==> src/rtl/pipeline_pkg.sv <==
// Shared pipeline definitions: EX_MEM / MEM_WB field layout, MemToReg encodings,
// data-memory handshake FSM states and the write-back result selector.
package pipeline_pkg;

  localparam int unsigned EX_MEM_W = 140;
  localparam int unsigned MEM_WB_W = 39;

  // EX_MEM field offsets
  localparam int unsigned ExmStoreLsb  = 0;
  localparam int unsigned ExmAluLsb    = 32;
  localparam int unsigned ExmRegLsb    = 64;
  localparam int unsigned ExmMemRdBit  = 69;
  localparam int unsigned ExmMemWrBit  = 70;
  localparam int unsigned ExmRegWrBit  = 71;
  localparam int unsigned ExmMtrLsb    = 72;
  localparam int unsigned ExmPc4Lsb    = 74;
  localparam int unsigned ExmLuDataLsb = 106;
  localparam int unsigned ExmLuOpBit   = 138;
  localparam int unsigned ExmPcSrcBBit = 139;

  // MEM_WB field offsets
  localparam int unsigned MwbDataLsb = 0;
  localparam int unsigned MwbRegLsb  = 32;
  localparam int unsigned MwbRegWrBit = 37;
  localparam int unsigned MwbExcBit  = 38;

  localparam logic [1:0] MTR_ALU = 2'b00;
  localparam logic [1:0] MTR_MEM = 2'b01;
  localparam logic [1:0] MTR_PC  = 2'b10;

  typedef enum logic [0:0] {
    StIdle,
    StWait
  } hs_state_e;

  // LUOp overrides MemToReg; the unused 2'b11 code falls back to the ALU result.
  function automatic logic [31:0] pick_result(input logic        lu_op,
                                              input logic [1:0]  mtr,
                                              input logic [31:0] lu_data,
                                              input logic [31:0] pc_plus4,
                                              input logic [31:0] alu,
                                              input logic [31:0] mem);
    logic [31:0] r;
    r = alu;
    if (lu_op) begin
      r = lu_data;
    end else begin
      case (mtr)
        MTR_ALU: r = alu;
        MTR_MEM: r = mem;
        MTR_PC:  r = pc_plus4;
        default: r = alu;
      endcase
    end
    return r;
  endfunction

endpackage

==> src/rtl/mem_stage_if.sv <==
// Data-memory request/ready bus between the MEM stage (master) and memory (slave).
interface mem_stage_if;
  logic        dmem_req;
  logic        dmem_we;
  logic [31:0] dmem_addr;
  logic [31:0] dmem_wdata;
  logic [31:0] dmem_rdata;
  logic        dmem_ready;

  modport master (
    output dmem_req,
    output dmem_we,
    output dmem_addr,
    output dmem_wdata,
    input  dmem_rdata,
    input  dmem_ready
  );

  modport slave (
    input  dmem_req,
    input  dmem_we,
    input  dmem_addr,
    input  dmem_wdata,
    output dmem_rdata,
    output dmem_ready
  );
endinterface

==> src/rtl/mem_stage_dmem_handshake.sv <==
// IDLE/WAIT handshake FSM for one data-memory access: request generation, stall,
// wait-cycle timeout and the sticky bus error flag.
module dmem_handshake
  import pipeline_pkg::*;
#(
  parameter int unsigned TIMEOUT_CYCLES = 255,
  parameter int unsigned TIMEOUT_W      = 8
) (
  input  logic clk,
  input  logic reset_b,
  input  logic start_i,
  input  logic ready_i,
  output logic req_o,
  output logic stall_o,
  output logic abort_o,
  output logic bus_err_o
);

  hs_state_e            st_q, st_d;
  logic [TIMEOUT_W-1:0] cnt_q, cnt_d;
  logic                 bus_err_q, bus_err_d;

  always_comb begin
    st_d      = st_q;
    cnt_d     = cnt_q;
    bus_err_d = bus_err_q;
    req_o     = 1'b0;
    abort_o   = 1'b0;
    unique case (st_q)
      StIdle: begin
        req_o = start_i;
        if (start_i && !ready_i) begin
          st_d  = StWait;
          cnt_d = '0;
        end
      end
      StWait: begin
        // Upstream is frozen, so the request stays asserted until ready or abort.
        req_o = 1'b1;
        if (ready_i) begin
          st_d = StIdle;
        end else if (cnt_q == TIMEOUT_W'(TIMEOUT_CYCLES)) begin
          abort_o   = 1'b1;
          bus_err_d = 1'b1;
          st_d      = StIdle;
        end else begin
          cnt_d = cnt_q + TIMEOUT_W'(1);
        end
      end
      default: st_d = StIdle;
    endcase
    // Release the pipeline in the completing cycle so the access is not re-issued.
    stall_o = req_o && !ready_i && !abort_o;
  end

  always_ff @(posedge clk or negedge reset_b) begin
    if (!reset_b) begin
      st_q      <= StIdle;
      cnt_q     <= '0;
      bus_err_q <= 1'b0;
    end else begin
      st_q      <= st_d;
      cnt_q     <= cnt_d;
      bus_err_q <= bus_err_d;
    end
  end

  assign bus_err_o = bus_err_q;

endmodule

==> src/rtl/mem_stage.sv <==
// MEM pipeline stage: unpacks EX_MEM, runs the data-memory access and registers MEM_WB.
// Optional MEM_STAGE_MISALIGN_EXC_EN turns misaligned accesses into a MEM_WB exception.
module mem_stage
  import pipeline_pkg::*;
#(
  parameter int unsigned TIMEOUT_CYCLES = 255,
  parameter int unsigned TIMEOUT_W      = 8
) (
  input  logic                clk,
  input  logic                reset_b,
  input  logic [EX_MEM_W-1:0] EX_MEM,
  mem_stage_if.master         dmem,
  output logic                mem_stall,
  output logic                bus_err,
  output logic [4:0]          EX_MEM_Rd,
  output logic                EX_MEM_RegWrite,
  output logic [31:0]         EX_MEM_RdData,
  output logic [MEM_WB_W-1:0] MEM_WB
);

  logic [31:0] store_data, alu_res, pc_plus4, lu_data;
  logic [4:0]  write_reg;
  logic [1:0]  mem_to_reg;
  logic        mem_read, mem_write, reg_write, lu_op;
  logic        unused_pcsrcb;

  assign store_data    = EX_MEM[ExmStoreLsb +: 32];
  assign alu_res       = EX_MEM[ExmAluLsb +: 32];
  assign write_reg     = EX_MEM[ExmRegLsb +: 5];
  assign mem_read      = EX_MEM[ExmMemRdBit];
  assign mem_write     = EX_MEM[ExmMemWrBit];
  assign reg_write     = EX_MEM[ExmRegWrBit];
  assign mem_to_reg    = EX_MEM[ExmMtrLsb +: 2];
  assign pc_plus4      = EX_MEM[ExmPc4Lsb +: 32];
  assign lu_data       = EX_MEM[ExmLuDataLsb +: 32];
  assign lu_op         = EX_MEM[ExmLuOpBit];
  assign unused_pcsrcb = EX_MEM[ExmPcSrcBBit];

  logic acc, misalign, start;
  logic hs_req, hs_stall, hs_abort, hs_bus_err;

  assign acc = mem_read | mem_write;

`ifdef MEM_STAGE_MISALIGN_EXC_EN
  assign misalign = acc & (alu_res[1:0] != 2'b00);
`else
  assign misalign = 1'b0;
`endif

  assign start = acc & ~misalign;

  dmem_handshake #(
    .TIMEOUT_CYCLES (TIMEOUT_CYCLES),
    .TIMEOUT_W      (TIMEOUT_W)
  ) u_handshake (
    .clk       (clk),
    .reset_b   (reset_b),
    .start_i   (start),
    .ready_i   (dmem.dmem_ready),
    .req_o     (hs_req),
    .stall_o   (hs_stall),
    .abort_o   (hs_abort),
    .bus_err_o (hs_bus_err)
  );

  logic [31:0] fwd_data, wb_data;

  assign fwd_data = pick_result(lu_op, mem_to_reg, lu_data, pc_plus4, alu_res, alu_res);
  assign wb_data  = pick_result(lu_op, mem_to_reg, lu_data, pc_plus4, alu_res, dmem.dmem_rdata);

  // Combinational outputs are forced low while reset is asserted.
  always_comb begin
    dmem.dmem_req   = 1'b0;
    dmem.dmem_we    = 1'b0;
    dmem.dmem_addr  = '0;
    dmem.dmem_wdata = '0;
    mem_stall       = 1'b0;
    EX_MEM_Rd       = '0;
    EX_MEM_RegWrite = 1'b0;
    EX_MEM_RdData   = '0;
    if (reset_b) begin
      dmem.dmem_req   = hs_req;
      dmem.dmem_we    = mem_write;
      dmem.dmem_addr  = alu_res;
      dmem.dmem_wdata = store_data;
      mem_stall       = hs_stall;
      EX_MEM_Rd       = write_reg;
      EX_MEM_RegWrite = reg_write;
      EX_MEM_RdData   = fwd_data;
    end
  end

  logic [MEM_WB_W-1:0] mem_wb_q, mem_wb_d;

  // Held during stalls; aborted and misaligned accesses never write the register file.
  always_comb begin
    mem_wb_d = mem_wb_q;
    if (!hs_stall) begin
      mem_wb_d[MwbDataLsb +: 32] = (hs_abort || misalign) ? fwd_data : wb_data;
      mem_wb_d[MwbRegLsb +: 5]   = write_reg;
      mem_wb_d[MwbRegWrBit]      = reg_write & ~hs_abort & ~misalign;
      mem_wb_d[MwbExcBit]        = misalign;
    end
  end

  always_ff @(posedge clk or negedge reset_b) begin
    if (!reset_b) begin
      mem_wb_q <= '0;
    end else begin
      mem_wb_q <= mem_wb_d;
    end
  end

  assign MEM_WB  = mem_wb_q;
  assign bus_err = hs_bus_err;

endmodule
==> src/flat_wrapper.sv <==
// flat-port wrapper written by rule: the top's interface ports become plain ports
module mem_stage_flat import pipeline_pkg::*;
#(
  parameter int unsigned TIMEOUT_CYCLES = 255,
  parameter int unsigned TIMEOUT_W      = 8
)
  (clk, reset_b, EX_MEM, mem_stall, bus_err, EX_MEM_Rd, EX_MEM_RegWrite, EX_MEM_RdData, MEM_WB, dmem_dmem_req, dmem_dmem_we, dmem_dmem_addr, dmem_dmem_wdata, dmem_dmem_rdata, dmem_dmem_ready);
  mem_stage_if dmem_i ();
  input  logic clk;
  input  logic reset_b;
  input  logic [EX_MEM_W-1:0] EX_MEM;
  output logic mem_stall;
  output logic bus_err;
  output logic [4:0] EX_MEM_Rd;
  output logic EX_MEM_RegWrite;
  output logic [31:0] EX_MEM_RdData;
  output logic [MEM_WB_W-1:0] MEM_WB;
  output wire logic [$bits(dmem_i.dmem_req)-1:0] dmem_dmem_req;
  output wire logic [$bits(dmem_i.dmem_we)-1:0] dmem_dmem_we;
  output wire logic [$bits(dmem_i.dmem_addr)-1:0] dmem_dmem_addr;
  output wire logic [$bits(dmem_i.dmem_wdata)-1:0] dmem_dmem_wdata;
  input wire logic [$bits(dmem_i.dmem_rdata)-1:0] dmem_dmem_rdata;
  input wire logic [$bits(dmem_i.dmem_ready)-1:0] dmem_dmem_ready;
  assign dmem_dmem_req = dmem_i.dmem_req;
  assign dmem_dmem_we = dmem_i.dmem_we;
  assign dmem_dmem_addr = dmem_i.dmem_addr;
  assign dmem_dmem_wdata = dmem_i.dmem_wdata;
  assign dmem_i.dmem_rdata = dmem_dmem_rdata;
  assign dmem_i.dmem_ready = dmem_dmem_ready;
  mem_stage #(.TIMEOUT_CYCLES(TIMEOUT_CYCLES), .TIMEOUT_W(TIMEOUT_W)) u_core (.clk(clk), .reset_b(reset_b), .EX_MEM(EX_MEM), .dmem(dmem_i), .mem_stall(mem_stall), .bus_err(bus_err), .EX_MEM_Rd(EX_MEM_Rd), .EX_MEM_RegWrite(EX_MEM_RegWrite), .EX_MEM_RdData(EX_MEM_RdData), .MEM_WB(MEM_WB));
endmodule
==> config.mk <==
export PLATFORM = sky130hd
export DESIGN_NAME = mem_stage_flat
export DESIGN_NICKNAME = d
export VERILOG_FILES = /design/src/rtl/pipeline_pkg.sv /design/src/rtl/mem_stage_if.sv /design/src/rtl/mem_stage_dmem_handshake.sv /design/src/rtl/mem_stage.sv /design/src/flat_wrapper.sv
export SDC_FILE = /design/constraint.sdc
export NUM_CORES = 1
export LEC_CHECK = 0
export CAP_MARGIN = 20
export CORE_AREA = 2 2 123 125
export CTS_BUF_LIST = sky130_fd_sc_hd__clkbuf_16
export DETAILED_ROUTE_END_ITERATION = 10
export DIE_AREA = 0 0 125 127
export MAX_ROUTING_LAYER = met4
export PLACE_DENSITY = 0.72
export REMOVE_ABC_BUFFERS = 1
export SYNTH_ARGS = -nofsm -noshare
export SYNTH_HDL_FRONTEND = slang
export SYNTH_SLANG_ARGS = --single-unit
==> constraint.sdc <==
create_clock -name clk -period 3 [get_ports clk]
set_input_delay 0.3 -clock clk [delete_from_list [all_inputs] [get_ports clk]]
set_output_delay 0.3 -clock clk [all_outputs]
set_load 0.01 [all_outputs]
==> impl_metrics.toml <==
[run_status]
status = "completed"

[setup_path]
cp_data_required_time_ns = 2.70
reg2reg_from = "u_core.u_handshake.cnt_q[0]"
arrival_ns = 2.43
critPathLaunchType = "flip-flop"
crit_start = "u_core.u_handshake.cnt_q[0]"
criticalPathCategory = "reg -> out"
critPathCaptureType = "output pin"
crit_fanout = 11

[timing]
skew_ns = 0.00612
relSlewSlack_pct = 49.9
fmax_ghz = 0.366
setup_viol = 0
fin_crit_sh_pct = 91.1
tns_ns = 0
worst_slew_pin_slew_ns = 0.746
post-route-min-period_ns = 2.73
rsz0062_at_grt = "no"
final_max_slew_viol_count = 0
final-hold-violation-count = 0

[global_routing]
grt_max_degree = 97
antenna_found_initial = 0
grt_first_pass_wirelength_um = 27300
overflow = 0
first_global_vias = 5143
grt_usage_pct = 21.6

[cts]
cts_resized = 0
cts.path.max_buffers = 2
hold_buffers = 1
path_clk_slew_ns = 0.07
cts_buffers = 5
root_buffer = "clkbuf_16"
cts.htree.levels = 2
post_cts_buffers = 0
cts_tree = "done"
clock_sinks = 48
clock_latency_ns = 0.29

[power_and_ir_drop]
power_leakage_uw = 0.00306
power_density_nw_per_um2 = 311
total_power_uw = 2420
irDropWorstVdd_mv = 0.200

[drt]
drc = 0
avgViaCountPerCell = 5.10
drt_first_pass_iters = 4
ant_nets = 0
wl_per_cell_um = 16.8
routed-via-count = 5261
finalWirelength_um = 17300
drtIter0Drc = 200

[finish]
fin_nets = 1025
drive_gt1_share_pct = 3.30
instances_no_fill = 1032
final_cell_mix = "315 x clkdlybuf4s50_1, 104 x and2_1, 86 x nand2_1, 79 x o21ai_0, 48 x dfrtp_1"
antennaDiodeCount = 0
final_common_cell = "clkdlybuf4s50_1"
n_fill_cell = 1396
area_delta_synth_final_pct = 81.0

[run]
max-cap-violations = 0

[yosys]
yosysWarnings = 0
synth_area_per_cell_um2 = 7.64
postSynthCellCount = 564
synth.distinct_cells = 32
ys_ff_latch = 48
synth_area_um2 = 4310
yosysSeqAreaShare_pct = 27.9

[floorplan]
start_util_pct = 29.9
die_h_um = 127
coreArea_um2 = 14400
die-area_um2 = 15900
io_pins = 320
dieWidth_um = 125
placementRows = 44

[placement]
io_buffers = 317
place.gp.congestion = 0.829
dp_hpwl_um = 12900
dp.cells = 1023

[hold_path]
hp-class = "reg -> reg"
hp-start = "u_core.MEM_WB[33]"
## state kept, by name, summed over array words and instances (netlist names)
register and count:
u_core.u_handshake.st_q 1, u_core.u_handshake.bus_err_o 1, u_core.MEM_WB 38, u_core.u_handshake.cnt_q 8
## critical path, cell delays in order, from the launching register on
cell	delay, ns
dfrtp_1	0.42
ha_1	0.27
and3_4	0.19
a311o_2	0.50
inv_2	0.09
and2_1	0.13
clkdlybuf4s50_1	0.53
## synthesized netlist by cell type, drive strengths merged
cell type	n	share of area, %
conb	1	0.087
buf	16	2.0
mux2i	34	7.9
nand3	4	0.46
nand2	86	7.5
a21oi	6	0.70
dfrtp	48	28
nand4	1	0.15
a221oi	32	6.5
nand4b	1	0.20
nor2	2	0.17
a311o	1	0.26
or4	2	0.35
inv	5	0.44
o21ai	101	12
and2	104	15
clkbuf	40	3.5
o311a	31	7.2
nor3	2	0.23
and4	2	0.46
ha	3	0.87
nor2b	33	4.8
and3	1	0.26
nand2b	1	0.15
or3	4	0.58
o31ai	3	0.52
## area by class of cell
class	instances	area (µm²)	share of cell area, %
clock buffers	5	125	1.60
clock inverters	3	13.8	0.177
inverters	5	18.8	0.241
multi-input cells	455	2860	36.7
flip-flops and latches	48	1200	15.4
well taps	184	230	2.95
repair buffers	332	3340	42.9
## report_power, final
part	leakage, µW	internal (µW)	switching, µW
sequential	0.000605	721	42.9
combinational	0.00239	647	457
clock	0.0000710	304	251
## final timing paths
check / to / slack, ns / cells after the start
max: mem_stall / 0.27 / 6
min in group asynchronous: u_core.MEM_WB[23] / 0.48 / 2
min reg2reg: u_core.MEM_WB[33] / 0.46 / 2
max reg2reg: u_core.u_handshake.cnt_q[7] / 0.62 / 6
max in group asynchronous: u_core.MEM_WB[15] / 1.93 / 3
min: u_core.MEM_WB[33] / 0.46 / 2
## metrics by stage
stage	cell area, µm²	hold WS (ns)	worst slack, ns	util [%]
CTS	7800	0.470	0.246	54.1
global route	7800	0.492	0.159	54.1
floorplan	4070	0.00441	0.0742	-
finish	7800	0.462	0.268	54.1
detailed placement	7650	0.224	0.355	53.0
global placement	7650	0.230	0.359	53.0
## kinds of logic after synthesis
group	synth area share, %
AOI/OAI and AO/OA	26.9
adders and majority gates	0.872
buffers and inverters	5.90
DFF	27.9
muxes	7.90
other	0.0871
and+or+nand+nor	30.4
## routing by layer
metal	vias to the layer above	global-route usage, %	wire [µm]
li1	2576	-	-
met1	2447	27.0	7540
met2	222	35.8	8240
met3	16	4.65	1230
met4	0	5.03	314
met5	-	-	0
No activity file was read; power rests on OpenSTA's default activity.
